`src/rtl/lcd1602_ctrl_funcmod.sv`:
```
// Write-only LCD1602 (HD44780) bus controller with 8-bit or 4-bit data bus.
// Define LCD1602_AUTO_INIT_EN to run the power-on instruction sequence before accepting requests.
module lcd1602_ctrl_funcmod #(
   parameter int unsigned POWERUP_CYC  = 1_000_000,
   parameter int unsigned EN_HALF_CYC  = 50_000,
   parameter int unsigned CMD_WAIT_CYC = 2_500,
   parameter int unsigned CLR_WAIT_CYC = 100_000,
   parameter int unsigned BUS_4BIT     = 0
) (
   input  logic       CLOCK,
   input  logic       RST_n,
   input  logic       iCall,
   input  logic       iRS,
   input  logic [7:0] iDATA,
   output logic       oDone,
   output logic       oReady,
   output logic       LCD1602_RS,
   output logic       LCD1602_RW,
   output logic       LCD1602_EN,
   output logic [7:0] LCD1602_D
);

   localparam int unsigned CNT_W = 20;
   localparam logic [CNT_W-1:0] PWR_LAST = CNT_W'(POWERUP_CYC - 1);
   localparam logic [CNT_W-1:0] EN_LAST  = CNT_W'(EN_HALF_CYC - 1);
   localparam logic [CNT_W-1:0] CMD_LAST = CNT_W'(CMD_WAIT_CYC - 1);
   localparam logic [CNT_W-1:0] CLR_LAST = CNT_W'(CLR_WAIT_CYC - 1);

   typedef enum logic [3:0] {
      PWRUP,
`ifdef LCD1602_AUTO_INIT_EN
      INIT,
`endif
      IDLE,
      SETUP,
      EN_HI,
      EN_LO,
      WAIT,
      DONE
   } state_e;

   state_e           state_q, state_d;
   logic [CNT_W-1:0] cnt_q, cnt_d;
   logic [7:0]       byte_q, byte_d;
   logic             rs_q, rs_d;
   logic             nib_q, nib_d;
   logic             single_q, single_d;
   logic             lcd_rs_q, lcd_rs_d;
   logic [7:0]       lcd_d_q, lcd_d_d;
   logic             en_q, en_d;
   logic             done_q, done_d;
   logic             ready_q, ready_d;
   logic             counting;
   logic [CNT_W-1:0] wait_last;

`ifdef LCD1602_AUTO_INIT_EN
   localparam logic [3:0] INIT_LAST = (BUS_4BIT != 0) ? 4'd8 : 4'd4;
   logic       init_q, init_d;
   logic [3:0] idx_q, idx_d;

   // {single_nibble, byte} for each power-on instruction
   function automatic logic [8:0] init_rom(input logic [3:0] idx);
      logic [8:0] r;
      if (BUS_4BIT != 0) begin
         case (idx)
            4'd0, 4'd1, 4'd2: r = {1'b1, 8'h30};
            4'd3:             r = {1'b1, 8'h20};
            4'd4:             r = {1'b0, 8'h28};
            4'd5:             r = {1'b0, 8'h08};
            4'd6:             r = {1'b0, 8'h01};
            4'd7:             r = {1'b0, 8'h06};
            default:          r = {1'b0, 8'h0C};
         endcase
      end else begin
         case (idx)
            4'd0:    r = {1'b0, 8'h38};
            4'd1:    r = {1'b0, 8'h08};
            4'd2:    r = {1'b0, 8'h01};
            4'd3:    r = {1'b0, 8'h06};
            default: r = {1'b0, 8'h0C};
         endcase
      end
      return r;
   endfunction
`endif

   // Value placed on the pins for the current beat; 4-bit mode uses D[7:4] only
   function automatic logic [7:0] bus_byte(input logic [7:0] b, input logic second);
      logic [7:0] r;
      if (BUS_4BIT != 0) r = second ? {b[3:0], 4'h0} : {b[7:4], 4'h0};
      else               r = b;
      return r;
   endfunction

   assign counting  = (state_q == PWRUP) || (state_q == EN_HI) ||
                      (state_q == EN_LO) || (state_q == WAIT);
   assign wait_last = (!rs_q && (byte_q == 8'h01 || byte_q == 8'h02 || byte_q == 8'h03))
                      ? CLR_LAST : CMD_LAST;

   always_comb begin
      state_d  = state_q;
      byte_d   = byte_q;
      rs_d     = rs_q;
      nib_d    = nib_q;
      single_d = single_q;
`ifdef LCD1602_AUTO_INIT_EN
      init_d   = init_q;
      idx_d    = idx_q;
`endif
      case (state_q)
         PWRUP: begin
            if (cnt_q == PWR_LAST) begin
`ifdef LCD1602_AUTO_INIT_EN
               state_d = INIT;
               init_d  = 1'b1;
               idx_d   = 4'd0;
`else
               state_d = IDLE;
`endif
            end
         end
`ifdef LCD1602_AUTO_INIT_EN
         INIT: begin
            {single_d, byte_d} = init_rom(idx_q);
            rs_d    = 1'b0;
            nib_d   = 1'b0;
            state_d = SETUP;
         end
`endif
         IDLE: begin
            if (iCall) begin
               byte_d   = iDATA;
               rs_d     = iRS;
               nib_d    = 1'b0;
               single_d = 1'b0;
               state_d  = SETUP;
            end
         end
         SETUP: state_d = EN_HI;
         EN_HI: if (cnt_q == EN_LAST) state_d = EN_LO;
         EN_LO: begin
            if (cnt_q == EN_LAST) begin
               if ((BUS_4BIT != 0) && !nib_q && !single_q) begin
                  nib_d   = 1'b1;
                  state_d = SETUP;
               end else begin
                  state_d = WAIT;
               end
            end
         end
         WAIT: begin
            if (cnt_q == wait_last) begin
               state_d = DONE;
`ifdef LCD1602_AUTO_INIT_EN
               // Power-on instructions complete silently
               if (init_q) begin
                  if (idx_q == INIT_LAST) begin
                     init_d  = 1'b0;
                     state_d = IDLE;
                  end else begin
                     idx_d   = idx_q + 4'd1;
                     state_d = INIT;
                  end
               end
`endif
            end
         end
         DONE:    state_d = IDLE;
         default: state_d = PWRUP;
      endcase

      cnt_d = (counting && (state_d == state_q)) ? cnt_q + CNT_W'(1) : '0;

      // Outputs are registered from the next state so pins align with state entry
      en_d     = (state_d == EN_HI);
      done_d   = (state_d == DONE);
      ready_d  = (state_d == IDLE) || (state_d == DONE);
      lcd_rs_d = lcd_rs_q;
      lcd_d_d  = lcd_d_q;
      if (state_d == SETUP) begin
         lcd_rs_d = rs_d;
         lcd_d_d  = bus_byte(byte_d, nib_d);
      end
   end

   always_ff @(posedge CLOCK or negedge RST_n) begin
      if (!RST_n) begin
         state_q  <= PWRUP;
         cnt_q    <= '0;
         byte_q   <= '0;
         rs_q     <= 1'b0;
         nib_q    <= 1'b0;
         single_q <= 1'b0;
         lcd_rs_q <= 1'b0;
         lcd_d_q  <= '0;
         en_q     <= 1'b0;
         done_q   <= 1'b0;
         ready_q  <= 1'b0;
`ifdef LCD1602_AUTO_INIT_EN
         init_q   <= 1'b0;
         idx_q    <= '0;
`endif
      end else begin
         state_q  <= state_d;
         cnt_q    <= cnt_d;
         byte_q   <= byte_d;
         rs_q     <= rs_d;
         nib_q    <= nib_d;
         single_q <= single_d;
         lcd_rs_q <= lcd_rs_d;
         lcd_d_q  <= lcd_d_d;
         en_q     <= en_d;
         done_q   <= done_d;
         ready_q  <= ready_d;
`ifdef LCD1602_AUTO_INIT_EN
         init_q   <= init_d;
         idx_q    <= idx_d;
`endif
      end
   end

   assign oDone      = done_q;
   assign oReady     = ready_q;
   assign LCD1602_RS = lcd_rs_q;
   assign LCD1602_RW = 1'b0;
   assign LCD1602_EN = en_q;
   assign LCD1602_D  = lcd_d_q;

endmodule

```
`config.mk`:
```
export PLATFORM = sky130hd
export DESIGN_NAME = lcd1602_ctrl_funcmod
export DESIGN_NICKNAME = d
export VERILOG_FILES = /design/src/rtl/lcd1602_ctrl_funcmod.sv
export SDC_FILE = /design/constraint.sdc
export NUM_CORES = 1
export LEC_CHECK = 0
export CAP_MARGIN = 20
export CORE_MARGIN = 4
export CORE_UTILIZATION = 40
export CTS_BUF_LIST = sky130_fd_sc_hd__clkbuf_8
export DETAILED_ROUTE_END_ITERATION = 8
export HOLD_SLACK_MARGIN = 0.15
export SLEW_MARGIN = 30
export SYNTH_ARGS = -nofsm -noshare
export SYNTH_HDL_FRONTEND = slang
export SYNTH_SLANG_ARGS = --single-unit
```
`constraint.sdc`:
```
create_clock -name CLOCK -period 2.6 [get_ports CLOCK]
set_input_delay 0.52 -clock CLOCK [delete_from_list [all_inputs] [get_ports CLOCK]]
set_output_delay 0.52 -clock CLOCK [all_outputs]
set_load 0.05 [all_outputs]
```
==> run_results.csv, run 1 <==
group,metric,value,unit
run_status,status,"finished, final reports clean",
critical_path,crit_arrival,2510,ps
synth,asyncSetResetFlopFracSynth,100,%
clock_network,cts_tree,"done",
synth,yosysSeqAreaShare,49.9,%
critical_path,crit_path_start_kind,"flip-flop",
global_routing,grt_use_met2,21.9,%
synth,ys.flop_type,"dfrtp_1",
power_and_ir_drop,p_leak,1.12,nW
critical_path,cp_slowest_cell,"or4_4",
critical_path,max_stage_delay,570,ps
route,wl_per_cell,15.0,um
global_routing,grt_use_met3,3.08,%
synth,synth-edff-count,0,
placement,place_congestion,0.788,
layout,antenna_cells,0,
route,route.final.wire_length,4.54,mm
synth,yosys.area_share.simple,18.7,%
min_path,hold_class,"flip-flop to flip-flop",
route,drt_iter0_drc,55,
critical_path,end_kind,"flip-flop",
sta,fin_crit_sh,91.1,%
job,cap_violations,0,
power_and_ir_drop,internal_power,1.02,mW
power_and_ir_drop,switching_share,25.2,%
synth,syn-cell-area,2260,um^2
power_and_ir_drop,p_clk_share,31.7,%
route,dr.pass1.iters,4,
synth,synth_top_family_by_area,"simple AND/OR/NAND/NOR gates",
sta,slew_violations,0,
sta,fin_hold_ws,487,ps
sta,fin_tns_setup,0,ps
sta,report.final.hold_viol_count,0,
sta,worst_pin_slew,632,ps
die,core_area,5470,um^2
synth,synth-compound-area-share,11.1,%
critical_path,cp.required,2750,ps
layout,drive_gt1_share,17.0,%
global_routing,grtUsageMet1,19.0,%
placement,dpl.hpwl,3.26,mm
power_and_ir_drop,power_density,515,nW/um^2
global_routing,grt_max_degree,38,
sta,period_minus_slack,2370,ps
sta,relSlewSlack,57.5,%
sta,fin_skew,5.70,ps
route,vias,1585,
clock_network,clock_path_buffers,2,
die,dieArea,6910,um^2
global_routing,busiest_layer,"met2",
clock_network,clk_latency,290,ps
clock_network,htreeDepth,2,
global_routing,grt_pass1_vias,1559,
layout,syn_to_final_growth,17.2,%
clock_network,clk_pin_slew,80,ps
synth,ys_warn_count,0,
power_and_ir_drop,switchingPower,344,uW
global_routing,antenna_found_initial,0,
placement,portBuffers,23,
clock_network,hold_buffers,1,
critical_path,crit_fanout,14,
route,remaining_drc_errors,0,
synth,synthXorXnorAreaFrac,6.99,%
die,start_util,41.2,%
clock_network,cts_setup_buffers,0,
clock_network,cts_resized,0,
layout,nets,243,
power_and_ir_drop,irDropWorstVdd,0.263,mV
synth,synth.distinct_cells,51,
synth,post_synth.cell_area_avg,11.2,um^2
synth,muxShareOfSynthArea,9.43,%
power_and_ir_drop,comb_power_share,13.1,%
power_and_ir_drop,power,1.36,mW
sta,clock.fmax,0.422,GHz
synth,syn_inst,202,
synth,synthAdderAreaFrac,0.555,%
route,via_per_inst,5.25,
die,io-pin-count,25,
power_and_ir_drop,power_frac_seq,55.2,%
global_routing,grt_pass1_wl,7.84,mm
clock_network,clock_sinks,45,
synth,synth-seq-cells,45,
sta,rsz0062_at_grt,"no",
die,die_w,83.1,um
sta,report.final.setup_viol,0,
global_routing,grt_overflow,0,
die,dieHeight,83.1,um
clock_network,cts_buffers,5,
global_routing,grt_use_total,13.8,%
clock_network,root_buffer,"clkbuf_8",
route,ant_nets,0,
critical_path,worstPathCellList,"ha_1, or4b_4, or4_4, o21bai_4, a21boi_0",
critical_path,path_class,"flip-flop to flip-flop",
die,row_count,27,
## worst max-delay path: cells and delay by family (launching register included)
kind | cells | cell delay, ps
AOI/OAI and AO/OA | 2 | 500
adders and majority gates | 1 | 260
and+or+nand+nor | 2 | 1060
DFF | 1 | 400
## path summary, 6_finish.rpt
| check | to | depth (start not counted) | from | slack [ps] |
|---|---|---|---|---|
| min in group asynchronous | LCD1602_D[4] | 2 | RST_n | 600 |
| max in group asynchronous | state_q[0] | 3 | RST_n | 1280 |
| min reg2reg | cnt_q[0] | 1 | cnt_q[0] | 490 |
| max | cnt_q[1] | 5 | cnt_q[0] | 230 |
| max reg2reg | cnt_q[1] | 5 | cnt_q[0] | 230 |
| min | cnt_q[0] | 1 | cnt_q[0] | 490 |
## layout make-up
cell class | count | area, um^2
clock buffer | 6 | 82.6
multi-input combinational | 147 | 1060
timing repair buffer | 28 | 265
sequential | 45 | 1130
inverter | 3 | 11.3
tap | 72 | 90.1
clock inverter | 1 | 7.51
fill | 540 | 2830
## per-layer routing
| layer | vias to the layer above | routed length, um |
|---|---|---|
| met1 | 753 | 2230 |
| li1 | 789 | - |
| met4 | 0 | 28 |
| met2 | 41 | 2080 |
| met5 | - | 0 |
| met3 | 2 | 209 |
## flip-flops by register name, indices dropped and copies added (netlist names)
register    count
oDone           1
state_q         4
oReady          1
LCD1602_RS      1
LCD1602_D       8
LCD1602_EN      1
byte_q          8
rs_q            1
cnt_q          20
## logic make-up after synthesis
family | after synthesis
xor+xnor | 18
compound gates | 37
fa+ha+maj | 1
flops | 45
other cells | 1
simple gates | 70
buf+inv | 11
mux | 19
## placed cells by master (no fill, tap or decap), types with 6 or more instances in the layout
cell type	n
a21oi_1	15
clkbuf_8	6
clkdlybuf4s50_1	22
dfrtp_1	45
mux2_2	18
nand2_1	9
nand3_1	11
nor2_1	11
xnor2_1	7
xor2_1	11
## metrics by stage
stage	worst slack, ps	util, %	std cells	instance area, um^2
floorplan	460	-	203	2260
global placement	345	46.5	294	2540
detailed placement	261	46.5	294	2540
CTS	257	48.3	302	2650
global route	90.9	48.3	302	2650
finish	233	48.3	302	2650
## synthesized netlist by cell type, types with 2 or more instances
cell        n  area share, %
nand4b_1    2           0.78
nor3_1      5            1.1
nor2_1     11            1.8
o21bai_1    2           0.67
mux2_2     18            9.0
dfrtp_1    45             50
nand4_1     4            1.1
a211oi_1    5            1.7
inv_1       3           0.50
and3_1      5            1.4
nand3_1    11            2.4
nand2_1     9            1.5
a2bb2oi_1   2           0.78
xor2_1     11            4.3
buf_4       2           0.67
a31oi_1     4            1.1
a21oi_1    15            3.3
buf_2       4           0.89
nor4_1      5            1.4
and2_1      2           0.55
xnor2_1     7            2.7
## power groups by stage
stage               clock network, mW  registers (mW)  logic (mW)
detailed placement                  0           0.767       0.180
global route                    0.486           0.757       0.193
global placement                    0           0.765       0.179
finish                          0.432           0.752       0.178
floorplan                           0           0.815      0.0557
CTS                             0.455           0.752       0.181
No activity file was read; power rests on OpenSTA's default activity.
==> inputs of run 2 (changes only) <==
Settings changed: CAP_MARGIN 20 to 15.
==> results of run 2 <==
No change in the layout: final DEF, timing and power equal those of run 1.
